--- src/rtl/axis_seq_tagger_if.sv ---
// AXI-Stream bundle around the sequence tagger: the upstream s_* beat and the tagged m_* beat.
// slave is the tagger's view of the bundle; master is the view of the source/sink around it.
interface axis_seq_tagger_if #(
  parameter int DATA_WIDTH = 8,
  parameter int USER_WIDTH = 8
);
  logic [DATA_WIDTH-1:0] s_tdata;
  logic                  s_tvalid;
  logic                  s_tready;
  logic [DATA_WIDTH-1:0] m_tdata;
  logic [USER_WIDTH-1:0] m_tuser;
  logic                  m_tlast;
  logic                  m_tvalid;
  logic                  m_tready;

  modport slave (
    input  s_tdata, s_tvalid, m_tready,
    output s_tready, m_tdata, m_tuser, m_tlast, m_tvalid
  );

  modport master (
    output s_tdata, s_tvalid, m_tready,
    input  s_tready, m_tdata, m_tuser, m_tlast, m_tvalid
  );
endinterface

--- src/rtl/axis_seq_tagger.sv ---
// Two-entry AXI-Stream register slice that tags each accepted beat with a wrapping
// sequence number on m_tuser and marks every FRAME_LEN-th beat with m_tlast.
//
// state | meaning
// EMPTY | nothing held, m_tvalid low, s_tready high
// FULL  | main register holds a beat, skid empty, s_tready high
// SKID  | main and skid both hold beats, s_tready low
module axis_seq_tagger #(
  parameter int DATA_WIDTH = 8,
  parameter int USER_WIDTH = 8,
  parameter int FRAME_LEN  = 16
) (
  input  logic             clock,
  input  logic             reset,
  input  logic             clear,
  axis_seq_tagger_if.slave bus
);

  typedef enum logic [1:0] {EMPTY, FULL, SKID} state_t;

  localparam int POS_W = (FRAME_LEN > 1) ? $clog2(FRAME_LEN) : 1;
  localparam logic [POS_W-1:0] LAST_POS = POS_W'((FRAME_LEN > 0) ? FRAME_LEN - 1 : 0);

  state_t                state;
  state_t                state_nxt;
  logic [USER_WIDTH-1:0] seq;
  logic [POS_W-1:0]      pos;
  logic                  s_tready_q;
  logic                  m_tvalid_q;

  logic [DATA_WIDTH-1:0] main_data;
  logic [USER_WIDTH-1:0] main_user;
  logic                  main_last;
  logic [DATA_WIDTH-1:0] skid_data;
  logic [USER_WIDTH-1:0] skid_user;
  logic                  skid_last;

  logic                  in_hs;
  logic                  out_hs;
  logic [USER_WIDTH-1:0] tag;
  logic [POS_W-1:0]      p;
  logic [POS_W-1:0]      pos_nxt;
  logic                  beat_last;
  logic                  load_main;
  logic                  load_skid;
  logic                  pop_skid;

  assign in_hs  = bus.s_tvalid && s_tready_q;
  assign out_hs = m_tvalid_q && bus.m_tready;

  // clear applies to the beat accepted in the same cycle, so it restarts at tag 0 / pos 0
  assign tag       = clear ? '0 : seq;
  assign p         = clear ? '0 : pos;
  assign beat_last = (FRAME_LEN != 0) && (p == LAST_POS);
  assign pos_nxt   = (p == LAST_POS) ? '0 : p + POS_W'(1);

  always_comb begin
    state_nxt = state;
    load_main = 1'b0;
    load_skid = 1'b0;
    pop_skid  = 1'b0;
    unique case (state)
      EMPTY: begin
        if (in_hs) begin
          state_nxt = FULL;
          load_main = 1'b1;
        end
      end
      FULL: begin
        if (in_hs && out_hs) begin
          load_main = 1'b1;
        end else if (in_hs) begin
          state_nxt = SKID;
          load_skid = 1'b1;
        end else if (out_hs) begin
          state_nxt = EMPTY;
        end
      end
      SKID: begin
        if (out_hs) begin
          state_nxt = FULL;
          pop_skid  = 1'b1;
        end
      end
      default: state_nxt = EMPTY;
    endcase
  end

  always_ff @(posedge clock or posedge reset) begin
    if (reset) begin
      state      <= EMPTY;
      s_tready_q <= 1'b0;
      m_tvalid_q <= 1'b0;
      seq        <= '0;
      pos        <= '0;
      main_data  <= '0;
      main_user  <= '0;
      main_last  <= 1'b0;
      skid_data  <= '0;
      skid_user  <= '0;
      skid_last  <= 1'b0;
    end else begin
      state      <= state_nxt;
      s_tready_q <= (state_nxt != SKID);
      m_tvalid_q <= (state_nxt != EMPTY);

      if (in_hs) begin
        seq <= tag + USER_WIDTH'(1);
        pos <= pos_nxt;
      end else if (clear) begin
        seq <= '0;
        pos <= '0;
      end

      if (load_main) begin
        main_data <= bus.s_tdata;
        main_user <= tag;
        main_last <= beat_last;
      end else if (pop_skid) begin
        main_data <= skid_data;
        main_user <= skid_user;
        main_last <= skid_last;
      end

      if (load_skid) begin
        skid_data <= bus.s_tdata;
        skid_user <= tag;
        skid_last <= beat_last;
      end
    end
  end

  assign bus.s_tready = s_tready_q;
  assign bus.m_tvalid = m_tvalid_q;
  assign bus.m_tdata  = main_data;
  assign bus.m_tuser  = main_user;
  assign bus.m_tlast  = main_last;

endmodule

--- src/flat_wrapper.sv ---
// flat-port wrapper written by rule: the top's interface ports become plain ports
module axis_seq_tagger_flat 
#(
  parameter int DATA_WIDTH = 8,
  parameter int USER_WIDTH = 8,
  parameter int FRAME_LEN  = 16
)
  (clock, reset, clear, bus_s_tdata, bus_s_tvalid, bus_m_tready, bus_s_tready, bus_m_tdata, bus_m_tuser, bus_m_tlast, bus_m_tvalid);
  axis_seq_tagger_if #(.DATA_WIDTH(DATA_WIDTH), .USER_WIDTH(USER_WIDTH)) bus_i ();
  input  logic clock;
  input  logic reset;
  input  logic clear;
  input wire logic [$bits(bus_i.s_tdata)-1:0] bus_s_tdata;
  input wire logic [$bits(bus_i.s_tvalid)-1:0] bus_s_tvalid;
  input wire logic [$bits(bus_i.m_tready)-1:0] bus_m_tready;
  output wire logic [$bits(bus_i.s_tready)-1:0] bus_s_tready;
  output wire logic [$bits(bus_i.m_tdata)-1:0] bus_m_tdata;
  output wire logic [$bits(bus_i.m_tuser)-1:0] bus_m_tuser;
  output wire logic [$bits(bus_i.m_tlast)-1:0] bus_m_tlast;
  output wire logic [$bits(bus_i.m_tvalid)-1:0] bus_m_tvalid;
  assign bus_i.s_tdata = bus_s_tdata;
  assign bus_i.s_tvalid = bus_s_tvalid;
  assign bus_i.m_tready = bus_m_tready;
  assign bus_s_tready = bus_i.s_tready;
  assign bus_m_tdata = bus_i.m_tdata;
  assign bus_m_tuser = bus_i.m_tuser;
  assign bus_m_tlast = bus_i.m_tlast;
  assign bus_m_tvalid = bus_i.m_tvalid;
  axis_seq_tagger #(.DATA_WIDTH(DATA_WIDTH), .USER_WIDTH(USER_WIDTH), .FRAME_LEN(FRAME_LEN)) u_core (.clock(clock), .reset(reset), .clear(clear), .bus(bus_i));
endmodule
--- config.mk ---
export PLATFORM = sky130hd
export DESIGN_NAME = axis_seq_tagger_flat
export DESIGN_NICKNAME = d
export VERILOG_FILES = /design/src/rtl/axis_seq_tagger_if.sv /design/src/rtl/axis_seq_tagger.sv /design/src/flat_wrapper.sv
export SDC_FILE = /design/constraint.sdc
export NUM_CORES = 1
export LEC_CHECK = 0
export ABC_AREA = 1
export BUFFER_PORTS_ARGS = -buffer_cell sky130_fd_sc_hd__buf_4
export CAP_MARGIN = 30
export CORE_ASPECT_RATIO = 1.4
export CORE_MARGIN = 4
export CORE_UTILIZATION = 55
export DETAILED_ROUTE_END_ITERATION = 10
export PLACE_DENSITY = 0.77
export SETUP_SLACK_MARGIN = 0.05
export SLEW_MARGIN = 20
export SYNTH_ARGS = -nofsm -noshare
export SYNTH_HDL_FRONTEND = slang
export SYNTH_SLANG_ARGS = --single-unit
--- constraint.sdc ---
create_clock -name clock -period 1.9 [get_ports clock]
set_input_delay 0.38 -clock clock [delete_from_list [all_inputs] [get_ports clock]]
set_output_delay 0.38 -clock clock [all_outputs]
set_load 0.02 [all_outputs]
# ---- Word level (Yosys, flattened, before mapping)
# Index checks and enable logic that the tools add are counted.
dict set report word_totals {
  regBits 50
  input_bits 13
  elab_cells 47
  output_inout_bits 19
}
dict set report op_classes {
  eq_ne 4
  addsub 2
  reduce_logical 6
  mux 24
}
# cell count
set ops {}
lappend ops {{$mux 8} 6}
lappend ops {{$mux 4} 3}
lappend ops {{$mux 2} 5}
lappend ops {{$add 8x1->8 const B} 1}
lappend ops {{$mux 1} 8}
lappend ops {{$pmux 2 s3} 1}
lappend ops {{$add 4x1->4 const B} 1}
lappend ops {{$eq 4x4->1 const B} 1}
lappend ops {{$reduce_bool 2->1} 2}
lappend ops {{$logic_and 1x1->1} 3}
lappend ops {{$eq 2x1->1 const B} 1}
lappend ops {{$eq 2x2->1 const B} 1}
lappend ops {{$logic_not 2->1} 1}
lappend ops {{$ne 2x2->1 const B} 1}
lappend ops {{$pmux 1 s2} 1}

# ---- Longest topological paths before layout
# Gate-level depths: netlist of the first run.
dict set report logic_depth {
  depth_word 6
  ltp_mapped 9
  ltp_nobuf 9
}

# ---- Worst setup path before layout of the first run
# Ideal clock, no wire load.
dict set report synth_path {
  path_kind {input -> register}
  start {input port clear}
  end {register u_core.seq[6]}
  stages 8
  t_required_ps 1787
  arrival_time_ps 1447
  setup_time_ps 113
  path_slack_ps 340
  path_buffers 1
  path_cell_list {clkbuf_1 -> nor2_1 -> ha_1 -> nand3_1 -> nor2_1 -> nand4_1 -> nand2_1 -> inv_1}
}
dict set report synth_via {
  elab_chain_len 3
}
# item line_no
set synth_rtl {}
lappend synth_rtl {{start: declaration} flat_wrapper.sv:12} ;# input logic clear;
lappend synth_rtl {{$mux 8} n/a}
lappend synth_rtl {{named net u_core.tag[1]} axis_seq_tagger.sv:40} ;# logic [USER_WIDTH-1:0] tag;
lappend synth_rtl {{$add 8x1->8} axis_seq_tagger.sv:108} ;# seq <= tag + USER_WIDTH'(1);
lappend synth_rtl {{$mux 8} axis_seq_tagger.sv:107} ;# if (in_hs) begin
lappend synth_rtl {{end signal: assignment} axis_seq_tagger.sv:108}
lappend synth_rtl {{end: declaration} axis_seq_tagger.sv:26} ;# logic [USER_WIDTH-1:0] seq;
# The timed path passes the listed nets, and every way through them passes these cells.
# A chain may end at the register's enable or synchronous reset.

# ---- Worst setup path in the final report of the first run
dict set report layout_path {
  start {register u_core.seq[1]}
  end {register u_core.seq[6]}
}
dict set report layout_via {
  elab_chain_len 3
}
# item line_no
set layout_rtl {}
lappend layout_rtl {{$mux 8} n/a}
lappend layout_rtl {{named net u_core.tag[1]} axis_seq_tagger.sv:40}
lappend layout_rtl {{$add 8x1->8} axis_seq_tagger.sv:108}
lappend layout_rtl {{$mux 8} axis_seq_tagger.sv:107}
# The timed path passes the listed nets, and every way through them passes these cells.

==> results.sh, run 1 <==
export IMPL_whs_ps=90.7
export IMPL_ios=32
export IMPL_wl_per_cell_um=13.3
export IMPL_nFillCells=327
export IMPL_peakVddDrop_v=0.000861
export IMPL_synthTopCellsByArea="dfrtp_1 (54%), nand2_1 (10%), nand3_1 (5.7%), inv_1 (4.7%), nand3_2 (4.4%)"
export IMPL_grt_pass1_wl_mm=7.85
export IMPL_p_leak_nw=1.37
export IMPL_crit_fanout=4
export IMPL_synth_xor_area_share=0.0228
export IMPL_worstMarginPinSlew_ps=487
export IMPL_hpwlAfterDp_mm=3.11
export IMPL_avgSynthCellArea_um2=9.09
export IMPL_muxShareOfSynthArea=0
export IMPL_antennaDiodeCount=0
export IMPL_cts_sinks=50
export IMPL_powerDensity_mw_per_mm2=1250
export IMPL_setup_tns_ps=0
export IMPL_crit_path_end_kind="flip-flop"
export IMPL_cts_resized=0
export IMPL_synth_ff_type="dfrtp_1"
export IMPL_cts_made_buffers=5
export IMPL_grtUsageMet3=0.0455
export IMPL_netlist_instances=253
export IMPL_drt_vias_per_instance=5.33
export IMPL_start_util=0.577
export IMPL_fmax_ghz=0.680
export IMPL_drt_wl_total_mm=4.43
export IMPL_clock_latency_ps=310
export IMPL_io_buffers=31
export IMPL_pre_cts_ws_ps=251
export IMPL_grt_max_degree=30
export IMPL_vias=1770
export IMPL_route_detailed_drc=0
export IMPL_postCtsHoldBufs=0
export IMPL_cts_tree="built"
export IMPL_grt_setup_unrepaired="no"
export IMPL_maxCapViolations=0
export IMPL_first_pass_iters=4
export IMPL_grt_overflow=0
export IMPL_synth_most_common_cell="nand2_1"
export IMPL_layout_drive_gt1_share=0.232
export IMPL_hold_path_class="in2async"
export IMPL_outcome="completed"
export IMPL_fin_ws_ps=429
export IMPL_synth_cell_types=26
export IMPL_synth_top_area_frac=0.544
export IMPL_syn_nets=268
export IMPL_nets=303
export IMPL_worstPathRequired_ps=2120
export IMPL_core_mm2=0.00399
export IMPL_synth_top_family_by_area="simple AND/OR/NAND/NOR gates"
export IMPL_synthAdderAreaFrac=0.0109
export IMPL_ff2ff_path_depth=8
export IMPL_clk_pin_slew_ps=90
export IMPL_relSlewSlack=0.675
export IMPL_die_h_um=84.5
export IMPL_synth_compound_area_frac=0.0805
export IMPL_cts_root_buf="clkbuf_8"
export IMPL_antenna_found_initial=0
export IMPL_yosys_area_top_type="dfrtp_1"
export IMPL_ys_seq_area_frac=0.544
export IMPL_utilization=0.680
export IMPL_multi_input_area_um2=878
export IMPL_finalCritPeriodShare=0.774
export IMPL_die_w_um=62.7
export IMPL_synth_commonest_cells="nand2_1 (64), dfrtp_1 (50), inv_1 (29)"
export IMPL_rows=27
export IMPL_start_kind="flip-flop"
export IMPL_cp_arrival_ps=1690
export IMPL_setup_viol=0
export IMPL_area_delta_synth_final_pct=17.8
export IMPL_synthArstFlopShare=1.00
export IMPL_dieArea_mm2=0.00530
export IMPL_use_met1=0.224
export IMPL_ys_seq_elements=50
export IMPL_clock_path_buffers=2
export IMPL_grt_pass1_vias=1744
export IMPL_yosys_area_share_simple=0.268
export IMPL_busiest_layer="met2"
export IMPL_gp_congestion=0.839
export IMPL_skew_ps=6.70
export IMPL_synth_edf_count=0
export IMPL_critPathKind="reg2reg"
export IMPL_drtIter0Drc=94
export IMPL_period_needed_ps=1470
export IMPL_htree_levels=2
export IMPL_slew_violations=0
export IMPL_syn_area_mm2=0.00230
export IMPL_yosys_warnings=0
export IMPL_seqCellArea_mm2=0.00125
export IMPL_grt_met2_usage=0.319
export IMPL_post_cts_setup_buffers=0
export IMPL_finalHoldViolations=0
export IMPL_antenna_left=0
export IMPL_grt_usage=0.186
-- routing by layer --
| metal | routed length, um | vias up |
|---|---|---|
| met5 | 0 | - |
| met4 | 69 | 0 |
| met3 | 207 | 7 |
| met2 | 2270 | 41 |
| met1 | 1880 | 841 |
| li1 | - | 881 |
-- placed cells by master (no fill, tap or decap), types with 2 or more instances in the layout --
master and n:
inv_1 28, buf_4 33, o211ai_2 3, nor2_1 16, o21ai_0 2, clkbuf_8 5
nand2_1 64, o21ai_1 12, xor2_1 2, inv_2 5, nand3_1 26, nand2_2 3
xnor2_1 4, nand4_1 2, ha_1 2, nand3_2 10, nor3_4 2, o211ai_1 8
dfrtp_1 50, a21oi_1 2, nor3_1 2, buf_12 2
-- per-stage QoR --
step	power (mW)	cell area [um2]	std cells
after global placement	2.63	2600	324
final	3.38	2710	332
after detailed placement	2.67	2600	324
after global routing	3.59	2710	332
after CTS	3.41	2710	332
after floorplan	2.27	2300	253
-- final timing paths --
check                               startpoint             endpoint  slack, ps
min reg2reg                u_core.skid_user[5]  u_core.skid_user[5]        490
max in group asynchronous                reset        u_core.seq[7]       1290
max reg2reg                      u_core.seq[1]        u_core.seq[6]        430
min in group clock              bus_s_tdata[6]  u_core.skid_data[6]        290
min                                      reset  u_core.skid_data[5]         90
max                              u_core.seq[1]        u_core.seq[6]        430
-- area by class of cell --
| class | count | share of cell area |
|---|---|---|
| Multi-Input combinational cell | 162 | 0.324 |
| Timing Repair Buffer | 35 | 0.106 |
| Sequential cell | 50 | 0.461 |
| Clock inverter | 2 | 0.0138 |
| Tap cell | 43 | 0.0198 |
| Clock buffer | 6 | 0.0268 |
| Inverter | 34 | 0.0480 |
-- flip-flops by register name, indices dropped and copies added (netlist names) --
name and flops:
u_core.bus.m_tdata 8, u_core.bus.m_tlast 1, u_core.bus.m_tuser 8, u_core.bus.m_tvalid 1
u_core.bus.s_tready 1, u_core.pos 4, u_core.seq 8, u_core.skid_data 8
u_core.skid_last 1, u_core.skid_user 8, u_core.state 2
-- kinds of logic (layout without fill, tap and decap cells) --
| group | count (synthesis) | in the layout |
|---|---|---|
| simple gates | 126 | 126 |
| flops | 50 | 50 |
| buf+inv | 41 | 77 |
| compound gates | 28 | 28 |
| xor+xnor | 6 | 6 |
| fa+ha+maj | 2 | 2 |
-- power by group --
part           internal (mW)  switching [mW]
sequential              1.33           0.173
clock                  0.393           0.357
combinational          0.444           0.677
-- critical path, cell delays in order (launching register included) --
cell	delay, ps
dfrtp_1	360
inv_1	50
nor2_1	210
ha_1	190
nand3_1	110
nor2_1	220
nand4_1	110
nand2_1	90
inv_1	40
(Power assumes the default switching activity.)
==> run 2, diff against run 1 <==
--- a/config.mk
+++ b/config.mk
@@ -5,7 +5,7 @@
 export SDC_FILE = /design/constraint.sdc
 export NUM_CORES = 1
 export LEC_CHECK = 0
-export ABC_AREA = 1
+export ABC_AREA = 0
 export BUFFER_PORTS_ARGS = -buffer_cell sky130_fd_sc_hd__buf_4
 export CAP_MARGIN = 30
 export CORE_ASPECT_RATIO = 1.4
==> constraint.sdc (replaced) <==
create_clock -name clock -period 1.55 [get_ports clock]
set_input_delay 0.31 -clock clock [delete_from_list [all_inputs] [get_ports clock]]
set_output_delay 0.31 -clock clock [all_outputs]
set_load 0.02 [all_outputs]
==> run 2 against run 1 <==
  * Power grew 34%
  * Die area up 2.9%
  * Sequential cell count unchanged
  * Fmax decreased by 1.9%
  * Critical endpoint is now u_core.seq[4]
  * Synthesized cell count fell by 28%
==> results.sh, run 2 <==
export IMPL_nets=242
export IMPL_peakVddDrop_v=0.000960
export IMPL_worstMarginPinSlew_ps=469
export IMPL_cts_tree="built"
export IMPL_hpwlAfterDp_mm=3.48
export IMPL_htree_levels=2
export IMPL_p_leak_nw=1.42
export IMPL_io_buffers=31
export IMPL_avgSynthCellArea_um2=13.1
export IMPL_grt_usage=0.191
export IMPL_skew_ps=4.73
export IMPL_finalHoldViolations=0
export IMPL_syn_area_mm2=0.00237
export IMPL_yosys_area_top_type="dfrtp_1"
export IMPL_vias=1543
export IMPL_critPathKind="reg2reg"
export IMPL_synth_cell_types=37
export IMPL_maxCapViolations=0
export IMPL_swShare=0.319
export IMPL_synth_edf_count=0
export IMPL_hold_path_class="in2async"
export IMPL_grt_setup_unrepaired="yes"
export IMPL_ys_seq_area_frac=0.527
export IMPL_gp_congestion=0.776
export IMPL_rows=28
export IMPL_slew_violations=0
export IMPL_cp_arrival_ps=1690
export IMPL_synth_ff_type="dfrtp_1"
export IMPL_cts_made_buffers=5
export IMPL_clkPwrFrac=0.202
export IMPL_clk_pin_slew_ps=90
export IMPL_fin_cells=273
export IMPL_mostFrequentLayoutCells="dfrtp_1 (47), buf_4 (42), mux2_2 (27)"
export IMPL_seq_power_share=0.422
export IMPL_setup_viol=0
export IMPL_synth_commonest_cells="dfrtp_1 (50), mux2_2 (27), mux2i_1 (21)"
export IMPL_outcome="completed"
export IMPL_dieArea_mm2=0.00545
export IMPL_core_mm2=0.00420
export IMPL_pre_cts_ws_ps=-41.3
export IMPL_crit_path_end_kind="flip-flop"
export IMPL_syn_nets=196
export IMPL_ys_seq_elements=50
export IMPL_relSlewSlack=0.686
export IMPL_cts_sinks=50
export IMPL_setup_tns_ps=0
export IMPL_grt_overflow=0
export IMPL_die_w_um=63.5
export IMPL_postCtsHoldBufs=0
export IMPL_grt_max_degree=27
export IMPL_period_needed_ps=1500
export IMPL_drtIter0Drc=62
export IMPL_worstPathRequired_ps=1740
export IMPL_synth_top_area_frac=0.527
export IMPL_start_util=0.565
export IMPL_synth_most_common_cell="dfrtp_1"
export IMPL_drt_vias_per_instance=5.65
export IMPL_grt_pass1_vias=1715
export IMPL_layout_commonest_cell="dfrtp_1"
export IMPL_switching_power_mw=1.45
export IMPL_yosys_warnings=0
export IMPL_powerDensity_mw_per_mm2=1570
export IMPL_cts_root_buf="clkbuf_8"
export IMPL_area_delta_synth_final_pct=22.1
export IMPL_first_pass_iters=4
export IMPL_route_detailed_drc=0
export IMPL_antennaDiodeCount=0
export IMPL_drt_wl_total_mm=4.72
export IMPL_antenna_left=0
export IMPL_fmax_ghz=0.667
export IMPL_synthTopCellsByArea="dfrtp_1 (53%), mux2_2 (13%), mux2i_1 (8.9%), mux2_4 (3.8%), nor2b_1 (2.4%)"
export IMPL_ios=32
export IMPL_start_kind="flip-flop"
export IMPL_grt_pass1_wl_mm=8.02
export IMPL_p_int_mw=3.10
export IMPL_wl_per_cell_um=17.3
export IMPL_finalCritPeriodShare=0.968
export IMPL_p_comb_frac=0.375
export IMPL_crit_fanout=2
export IMPL_layout_drive_gt1_share=0.439
export IMPL_dp_cells=264
export IMPL_synthArstFlopShare=1.00
export IMPL_netlist_instances=181
export IMPL_clock_latency_ps=300
export IMPL_die_h_um=85.8
export IMPL_antenna_found_initial=0
export IMPL_utilization=0.690
export IMPL_fin_ws_ps=50.1
export IMPL_clock_path_buffers=2
==> run 2: changes by cell type after synthesis, moves of 14 or more <==
cell	change
nand2_1	-57
nand3_1	-24
mux2i_1	+21
nor2_1	-14
mux2_2	+27
inv_1	-20
==> run 2: through the flow <==
| stage | hold slack [ps] | instance area [um2] | power (mW) |
|---|---|---|---|
| 2_1_floorplan | 352 | 2390 | 3.06 |
| 3_3_place_gp | 352 | 2740 | 3.50 |
| 3_5_place_dp | 364 | 2740 | 3.61 |
| 4_1_cts | 30.0 | 2890 | 4.56 |
| 5_1_grt | 38.5 | 2900 | 4.81 |
| 6_report | 21.3 | 2900 | 4.54 |
==> run 2: worst paths after layout <==
path | from | endpoint | slack, ps | depth (start not counted)
max | u_core.seq[0] | u_core.seq[4] | 50 | 5
min | reset | u_core.bus.m_tdata[4] | 20 | 2
max reg2reg | u_core.seq[0] | u_core.seq[4] | 50 | 5
min reg2reg | u_core.skid_data[3] | u_core.skid_data[3] | 520 | 1
max in group asynchronous | reset | u_core.skid_user[1] | 1060 | 3
min in group clock | bus_s_tdata[0] | u_core.bus.m_tdata[0] | 240 | 2
==> run 2: logic make-up after synthesis <==
| group | share of synthesized area |
|---|---|
| buf+inv | 0.0385 |
| xor+xnor | 0.0184 |
| mux | 0.254 |
| simple gates | 0.110 |
| compound gates | 0.0411 |
| flops | 0.527 |
| fa+ha+maj | 0.0105 |
==> run 2: final cells by class <==
| type | count | area [um2] |
|---|---|---|
| timing repair buffer | 46 | 378 |
| clock inverter | 3 | 45.0 |
| clock buffer | 5 | 68.8 |
| fill | 311 | 1310 |
| tap | 45 | 56.3 |
| inverter | 9 | 37.5 |
| sequential | 50 | 1250 |
| multi-input combinational | 115 | 1060 |
==> run 2: critical path, cell delays in order (launching register included) <==
cell	delay (ps)
dfrtp_1	380
nor2b_2	200
ha_2	210
inv_1	60
or3_1	390
xor2_1	160
==> run 2: per-layer routing <==
| layer | vias up | part of all wire | global-route usage | wire (um) |
|---|---|---|---|---|
| met5 | - | 0 | 0 | 0 |
| met2 | 33 | 0.56 | 0.336 | 2650 |
| li1 | 722 | - | - | - |
| met1 | 780 | 0.39 | 0.216 | 1840 |
| met3 | 8 | 0.034 | 0.0433 | 159 |
| met4 | 0 | 0.014 | 0.0923 | 65 |
==> run 2: power groups by stage <==
stage	logic, mW	registers, mW	clock network, mW
2_1_floorplan	1.01	2.06	0
3_3_place_gp	1.60	1.90	0
3_5_place_dp	1.67	1.94	0
4_1_cts	1.71	1.92	0.936
5_1_grt	1.82	1.97	1.01
6_report	1.71	1.92	0.919
==> run 2: timing repair <==
action	4_1_cts	5_1_grt
resized for setup	2	5
pin swaps	1	0
setup buffers	1	0
endpoints found under the setup margin	27	9
endpoints found under the hold margin	0	0
